--- src/rtl/rheed_pkg.sv ---
// Shared definitions for the RHEED result packer: FSM states, output-word layout
// and small helpers used when building the host word.
package rheed_pkg;

  localparam int OUT_WORD_W  = 256;
  localparam int W_SCORES    = 40;
  localparam int OFF_SCORES  = 0;
  localparam int OFF_ARGMAX  = 40;
  localparam int OFF_MAX     = 48;
  localparam int OFF_SEQ     = 56;
  localparam int OFF_X0      = 72;
  localparam int OFF_Y0      = 80;
  localparam int OFF_TIMEOUT = 88;
  localparam int OFF_OVERRUN = 96;

  typedef enum logic [1:0] {
    IDLE     = 2'd0,
    WAIT_RES = 2'd1,
    ARGMAX   = 2'd2,
    SEND     = 2'd3
  } state_e;

  function automatic logic [7:0] sat_inc8(input logic [7:0] v);
    if (v == 8'hFF) begin
      return v;
    end else begin
      return v + 8'd1;
    end
  endfunction

  function automatic logic [OUT_WORD_W-1:0] pack_word(
    input logic [W_SCORES-1:0] scores,
    input logic [7:0]          idx,
    input logic [7:0]          max_v,
    input logic [15:0]         seq,
    input logic [7:0]          x0,
    input logic [7:0]          y0,
    input logic                to,
    input logic [7:0]          ovr
  );
    logic [OUT_WORD_W-1:0] w;
    w = '0;
    w[OFF_SCORES +: W_SCORES] = scores;
    w[OFF_ARGMAX +: 8]        = idx;
    w[OFF_MAX +: 8]           = max_v;
    w[OFF_SEQ +: 16]          = seq;
    w[OFF_X0 +: 8]            = x0;
    w[OFF_Y0 +: 8]            = y0;
    w[OFF_TIMEOUT]            = to;
    w[OFF_OVERRUN +: 8]       = ovr;
    return w;
  endfunction

endpackage

--- src/rtl/rheed_argmax.sv ---
// Combinational signed argmax over NUM_CLASSES packed scores; ties resolve to
// the lowest class index.
module rheed_argmax
  import rheed_pkg::*;
#(
  parameter int NUM_CLASSES     = 5,
  parameter int PIXEL_BIT_WIDTH = 8,
  parameter int IDX_W           = (NUM_CLASSES > 1) ? $clog2(NUM_CLASSES) : 1
) (
  input  logic [PIXEL_BIT_WIDTH*NUM_CLASSES-1:0] scores_i,
  output logic [IDX_W-1:0]                       index_o,
  output logic signed [PIXEL_BIT_WIDTH-1:0]      max_o
);

  logic signed [PIXEL_BIT_WIDTH-1:0] cur_s;

  // Linear scan; strict greater-than keeps the earliest of equal maxima
  always_comb begin
    index_o = '0;
    max_o   = $signed(scores_i[PIXEL_BIT_WIDTH-1:0]);
    cur_s   = '0;
    for (int i = 1; i < NUM_CLASSES; i++) begin
      cur_s = $signed(scores_i[i*PIXEL_BIT_WIDTH +: PIXEL_BIT_WIDTH]);
      if (cur_s > max_o) begin
        max_o   = cur_s;
        index_o = i[IDX_W-1:0];
      end else begin
        max_o   = max_o;
        index_o = index_o;
      end
    end
  end

endmodule

--- src/rtl/rheed_result_packer.sv ---
// Waits for one CNN class-score result per frame start, picks the argmax and
// emits a single 256-bit host word, with timeout and overrun reporting.
module rheed_result_packer
  import rheed_pkg::*;
#(
  parameter int PIXEL_BIT_WIDTH = 8,
  parameter int NUM_CLASSES     = 5,
  parameter int TIMEOUT_CYCLES  = 1048576
) (
  input  logic                                   clk,
  input  logic                                   reset,
  input  logic                                   ap_start,
  input  logic [7:0]                             crop_x0,
  input  logic [6:0]                             crop_y0,
  input  logic                                   s_axis_tvalid,
  output logic                                   s_axis_tready,
  input  logic [PIXEL_BIT_WIDTH*NUM_CLASSES-1:0] s_axis_tdata,
  output logic                                   m_axis_tvalid,
  input  logic                                   m_axis_tready,
  output logic [OUT_WORD_W-1:0]                  m_axis_tdata,
  output logic                                   m_axis_tlast,
  output logic                                   busy
);

  localparam int SCORE_W = PIXEL_BIT_WIDTH * NUM_CLASSES;
  localparam int IDX_W   = (NUM_CLASSES > 1) ? $clog2(NUM_CLASSES) : 1;
  localparam int CNT_W   = (TIMEOUT_CYCLES > 2) ? $clog2(TIMEOUT_CYCLES) : 1;
  localparam logic [CNT_W-1:0] CNT_LAST = CNT_W'(TIMEOUT_CYCLES - 1);

  state_e                       state_q;
  logic [7:0]                   crop_x_q;
  logic [6:0]                   crop_y_q;
  logic [CNT_W-1:0]             tmo_cnt_q;
  logic [SCORE_W-1:0]           scores_q;
  logic [15:0]                  frame_seq_q;
  logic [7:0]                   overrun_q;
  logic [7:0]                   overrun_d;
  logic [7:0]                   ovr_base_s;
  logic [OUT_WORD_W-1:0]        word_q;
  logic                         s_tready_q;
  logic                         m_tvalid_q;
  logic                         busy_q;
  logic                         s_hs_s;
  logic                         m_hs_s;
  logic [IDX_W-1:0]             argmax_idx_s;
  logic signed [PIXEL_BIT_WIDTH-1:0] argmax_max_s;

  rheed_argmax #(
    .NUM_CLASSES     (NUM_CLASSES),
    .PIXEL_BIT_WIDTH (PIXEL_BIT_WIDTH),
    .IDX_W           (IDX_W)
  ) u_argmax (
    .scores_i (scores_q),
    .index_o  (argmax_idx_s),
    .max_o    (argmax_max_s)
  );

  assign s_hs_s = (state_q == WAIT_RES) && s_axis_tvalid;
  assign m_hs_s = m_tvalid_q && m_axis_tready;

  // Only the overrun count already reported in the outgoing word is retired,
  // so starts arriving after the word was built are not lost
  always_comb begin
    if (m_hs_s) begin
      ovr_base_s = overrun_q - word_q[OFF_OVERRUN +: 8];
    end else begin
      ovr_base_s = overrun_q;
    end
    if (ap_start && (state_q != IDLE)) begin
      overrun_d = sat_inc8(ovr_base_s);
    end else begin
      overrun_d = ovr_base_s;
    end
  end

  // Frame FSM with registered handshake, busy and result-word outputs
  always_ff @(posedge clk or posedge reset) begin
    if (reset) begin
      state_q     <= IDLE;
      crop_x_q    <= 8'd0;
      crop_y_q    <= 7'd0;
      tmo_cnt_q   <= '0;
      scores_q    <= '0;
      frame_seq_q <= 16'd0;
      overrun_q   <= 8'd0;
      word_q      <= '0;
      s_tready_q  <= 1'b0;
      m_tvalid_q  <= 1'b0;
      busy_q      <= 1'b0;
    end else begin
      overrun_q <= overrun_d;
      case (state_q)
        IDLE: begin
          if (ap_start) begin
            crop_x_q   <= crop_x0;
            crop_y_q   <= crop_y0;
            tmo_cnt_q  <= '0;
            s_tready_q <= 1'b1;
            busy_q     <= 1'b1;
            state_q    <= WAIT_RES;
          end else begin
            state_q <= IDLE;
          end
        end
        WAIT_RES: begin
          if (s_hs_s) begin
            scores_q   <= s_axis_tdata;
            s_tready_q <= 1'b0;
            state_q    <= ARGMAX;
          end else if (tmo_cnt_q == CNT_LAST) begin
            word_q     <= pack_word('0, 8'd0, 8'd0, frame_seq_q, crop_x_q,
                                    {1'b0, crop_y_q}, 1'b1, overrun_d);
            s_tready_q <= 1'b0;
            m_tvalid_q <= 1'b1;
            state_q    <= SEND;
          end else begin
            tmo_cnt_q <= tmo_cnt_q + CNT_W'(1);
          end
        end
        ARGMAX: begin
          word_q     <= pack_word(W_SCORES'(scores_q), 8'(argmax_idx_s),
                                  8'($unsigned(argmax_max_s)), frame_seq_q,
                                  crop_x_q, {1'b0, crop_y_q}, 1'b0, overrun_d);
          m_tvalid_q <= 1'b1;
          state_q    <= SEND;
        end
        SEND: begin
          if (m_axis_tready) begin
            word_q      <= '0;
            m_tvalid_q  <= 1'b0;
            busy_q      <= 1'b0;
            frame_seq_q <= frame_seq_q + 16'd1;
            state_q     <= IDLE;
          end else begin
            state_q <= SEND;
          end
        end
        default: begin
          s_tready_q <= 1'b0;
          m_tvalid_q <= 1'b0;
          busy_q     <= 1'b0;
          state_q    <= IDLE;
        end
      endcase
    end
  end

  assign s_axis_tready = s_tready_q;
  assign m_axis_tvalid = m_tvalid_q;
  assign m_axis_tlast  = m_tvalid_q;
  assign m_axis_tdata  = word_q;
  assign busy          = busy_q;

endmodule

--- config.mk ---
export PLATFORM = sky130hd
export DESIGN_NAME = rheed_result_packer
export DESIGN_NICKNAME = d
export VERILOG_FILES = /design/src/rtl/rheed_pkg.sv /design/src/rtl/rheed_argmax.sv /design/src/rtl/rheed_result_packer.sv
export SDC_FILE = /design/constraint.sdc
export NUM_CORES = 1
export LEC_CHECK = 0
export ABC_AREA = 1
export ABC_CLOCK_PERIOD_IN_PS = 9000
export CAP_MARGIN = 0
export CORE_MARGIN = 4
export CORE_UTILIZATION = 48
export DETAILED_ROUTE_END_ITERATION = 16
export GPL_TIMING_DRIVEN = 0
export HOLD_SLACK_MARGIN = 0.06
export MAX_ROUTING_LAYER = met4
export PLACE_DENSITY_LB_ADDON = 0.1
export SYNTH_ARGS = -nofsm -noshare
export SYNTH_HDL_FRONTEND = slang
export SYNTH_SLANG_ARGS = --single-unit
--- constraint.sdc ---
create_clock -name clk -period 9 [get_ports clk]
set_input_delay 1.8 -clock clk [delete_from_list [all_inputs] [get_ports clk]]
set_output_delay 1.8 -clock clk [all_outputs]
set_load 0.01 [all_outputs]
==> flow_metrics.env <==
export IMPL_min_period_ns=7.68
export IMPL_startpoint_type="flop"
export IMPL_dp_hpwl_mm=20.4
export IMPL_via_count=8576
export IMPL_cellPowerDensity_nw_per_um2=442
export IMPL_worst_hold_slack_ns=0.468
export IMPL_grtUsageTotal=0.220
export IMPL_worstPathRequired_ns=9.38
export IMPL_muxShareOfSynthArea=0.00531
export IMPL_status="completed"
export IMPL_clkTransAtPathRegs_ns=0.08
export IMPL_ys_ff_latch=195
export IMPL_clockBufferDepth=2
export IMPL_final_antenna_net_count=0
export IMPL_syn_inst=1217
export IMPL_layout_nets=1656
export IMPL_max_vdd_ir_drop_mv=0.311
export IMPL_htree_levels=4
export IMPL_final_common_cell="nand2_1"
export IMPL_synth_simple_gate_area_share=0.184
export IMPL_cts_hold_buf=0
export IMPL_ioPinCount=320
export IMPL_layout_common_cells="233 x nand2_1, 195 x dfrtp_1, 166 x buf_4"
export IMPL_leakagePower_nw=7.13
export IMPL_cts_tree="done"
export IMPL_critPathCaptureType="flop"
export IMPL_rsz0062_at_grt="false"
export IMPL_drt_first_pass_iters=7
export IMPL_gp_congestion=0.869
export IMPL_synth_top_family_by_area="simple AND/OR/NAND/NOR gates"
export IMPL_max_cap_violations=0
export IMPL_core_region_area_sq_um=21800
export IMPL_areaGrowthSynthToFinish_pct=29.4
export IMPL_grt_pass1_wl_mm=41.9
export IMPL_cts_setup_buffers=0
export IMPL_io_buffer_count=154
export IMPL_die_h_um=157
export IMPL_drc=0
export IMPL_cp_data_arrival_time_ns=8.06
export IMPL_finalSetupViolations=0
export IMPL_placementRows=54
export IMPL_finClkSkew_ns=0.0105
export IMPL_vias_per_cell=4.63
export IMPL_die_area_sq_um=24500
export IMPL_hold_violations=0
export IMPL_critPathMostFrequentCell="nand2_1"
export IMPL_wl_mm=26.2
export IMPL_hold_class="reg -> reg"
export IMPL_maxSlewHeadroom=0.546
export IMPL_synth_compound_area_share=0.108
export IMPL_grt_pass1_vias=8184
export IMPL_clk_latency_ns=0.44
export IMPL_setup_tns_ns=0
export IMPL_path_max_fanout=10
export IMPL_cpMaxStageDelayCell="o21ai_0"
export IMPL_start_util=0.488
export IMPL_path_class="reg -> reg"
export IMPL_ys_seq_area_frac=0.460
export IMPL_overflow=0
export IMPL_max_freq_ghz=0.130
export IMPL_synthXorXnorAreaFrac=0.0206
export IMPL_slew_violations=0
export IMPL_avgSynthCellArea_sq_um=8.72
export IMPL_yosys_warnings=0
export IMPL_cts_buffers_inserted=17
export IMPL_worst_slew_pin_slew_ns=0.681
export IMPL_drive_gt1_frac=0.156
export IMPL_synth_area_sq_um=10600
export IMPL_synthDistinctLibCells=44
export IMPL_synthAdderAreaFrac=0.0491
export IMPL_die_w_um=157
export IMPL_grt_max_degree=108
export IMPL_cts_resized_gates=0
export IMPL_cts_root_buf="clkbuf_16"
export IMPL_antenna_found_initial=3
export IMPL_period_share=0.854
export IMPL_avgRoutedWirePerCell_um=14.1
export IMPL_clock_sinks=195
export IMPL_critPathMaxStageDelay_ns=0.46
export IMPL_drtIter0Drc=469
[synthesized netlist by cell type (all sizes together)]
library cell / n / share of area
buf: 170 / 0.12
nand2: 251 / 0.094
mux2: 5 / 0.0053
conb: 1 / 0.00035
a211oi: 7 / 0.0050
nor3b: 2 / 0.0014
o41ai: 3 / 0.0025
xor2: 17 / 0.014
o2111ai: 1 / 0.00083
o21bai: 3 / 0.0021
nor3: 11 / 0.0052
and2: 10 / 0.0059
dfrtp: 195 / 0.46
nand2b: 1 / 0.00059
nand4: 26 / 0.016
o21a: 1 / 0.00071
a31oi: 4 / 0.0024
a21oi: 57 / 0.027
clkbuf: 25 / 0.0088
o21ai: 90 / 0.043
ha: 40 / 0.047
nor2: 84 / 0.031
fa: 1 / 0.0019
clkinv: 2 / 0.00071
xnor2: 8 / 0.0066
or2: 3 / 0.0018
inv: 124 / 0.044
o22ai: 5 / 0.0029
nand3: 39 / 0.026
a21o: 2 / 0.0014
nor4: 4 / 0.0024
a22o: 25 / 0.021
[registers in the layout, summed over array words and instances, names as in the netlist]
register / cells
s_axis_tready: 1
m_axis_tlast: 1
tmo_cnt_q: 20
scores_q: 40
frame_seq_q: 16
crop_x_q: 8
crop_y_q: 7
state_q: 2
overrun_q: 8
busy: 1
m_axis_tdata: 91
[power breakdown]
group	switching (mW)	total [mW]	leakage, nW	internal, mW
Sequential	0.228	1.46	2.38	1.23
Clock	0.362	0.741	0.278	0.379
Combinational	2.33	3.87	4.47	1.54
[critical path, delay by kind of cell (launching register included)]
family | cells | cell delay, ns
buf+inv | 6 | 0.89
simple gates | 19 | 2.47
flops | 1 | 0.36
compound gates | 14 | 2.70
fa+ha+maj | 4 | 1.19
[per-layer routing]
layer | vias to the layer above | part of all wire | global-route usage
met2 | 259 | 0.47 | 0.341
met5 | - | 0 | -
met3 | 38 | 0.072 | 0.0503
li1 | 4310 | - | -
met4 | 0 | 0.017 | 0.0579
met1 | 3969 | 0.44 | 0.293
[cell type report]
type                    instances  area, sq um
diodes                          3         7.51
flip-flops and latches        195         4880
inverters                     126          480
fillers                      1904         8020
clock buffers                  19          453
repair buffers                155         1570
clock inverters                13          120
well taps                     280          350
multi-input cells             865         4520
plain buffers                 195         1360
[kinds of logic after synthesis]
group	count (synthesis)
AO/OA/AOI/OAI	198
XOR/XNOR	25
adder cells (fa/ha/maj)	41
buffers and inverters	321
flip-flops	195
multiplexers	5
other	1
AND/OR/NAND/NOR	431
[path summary, 6_finish.rpt]
path                            cells after the start                      endpoint  slack [ns]                   startpoint
worst max-delay path                               43  m_axis_tdata[51]$_DFFE_PP0P_        1.32      scores_q[7]$_DFFE_PP0P_
worst min-delay path                                1   frame_seq_q[11]$_DFFE_PP0P_        0.47  frame_seq_q[11]$_DFFE_PP0P_
worst max register to register                     43  m_axis_tdata[51]$_DFFE_PP0P_        1.32      scores_q[7]$_DFFE_PP0P_
worst min register to register                      1   frame_seq_q[11]$_DFFE_PP0P_        0.47  frame_seq_q[11]$_DFFE_PP0P_
max in group asynchronous                           3  m_axis_tdata[55]$_DFFE_PP0P_        6.24                        reset
min in group asynchronous                           2      tmo_cnt_q[3]$_DFFE_PP0P_        1.85                        reset
[through the flow]
stage | worst slack, ns | area [sq um] | instances | utilization | power [mW]
after global routing | 0.545 | 13700 | 1851 | 0.631 | 6.70
after floorplan | 1.89 | 11200 | 1381 | - | 4.12
after detailed placement | 1.45 | 13200 | 1816 | 0.605 | 5.32
final | 1.32 | 13700 | 1851 | 0.631 | 6.07
after global placement | -0.725 | 13100 | 1815 | 0.603 | 5.20
after CTS | 1.38 | 13700 | 1848 | 0.631 | 6.10
(Power assumes the default switching activity.)
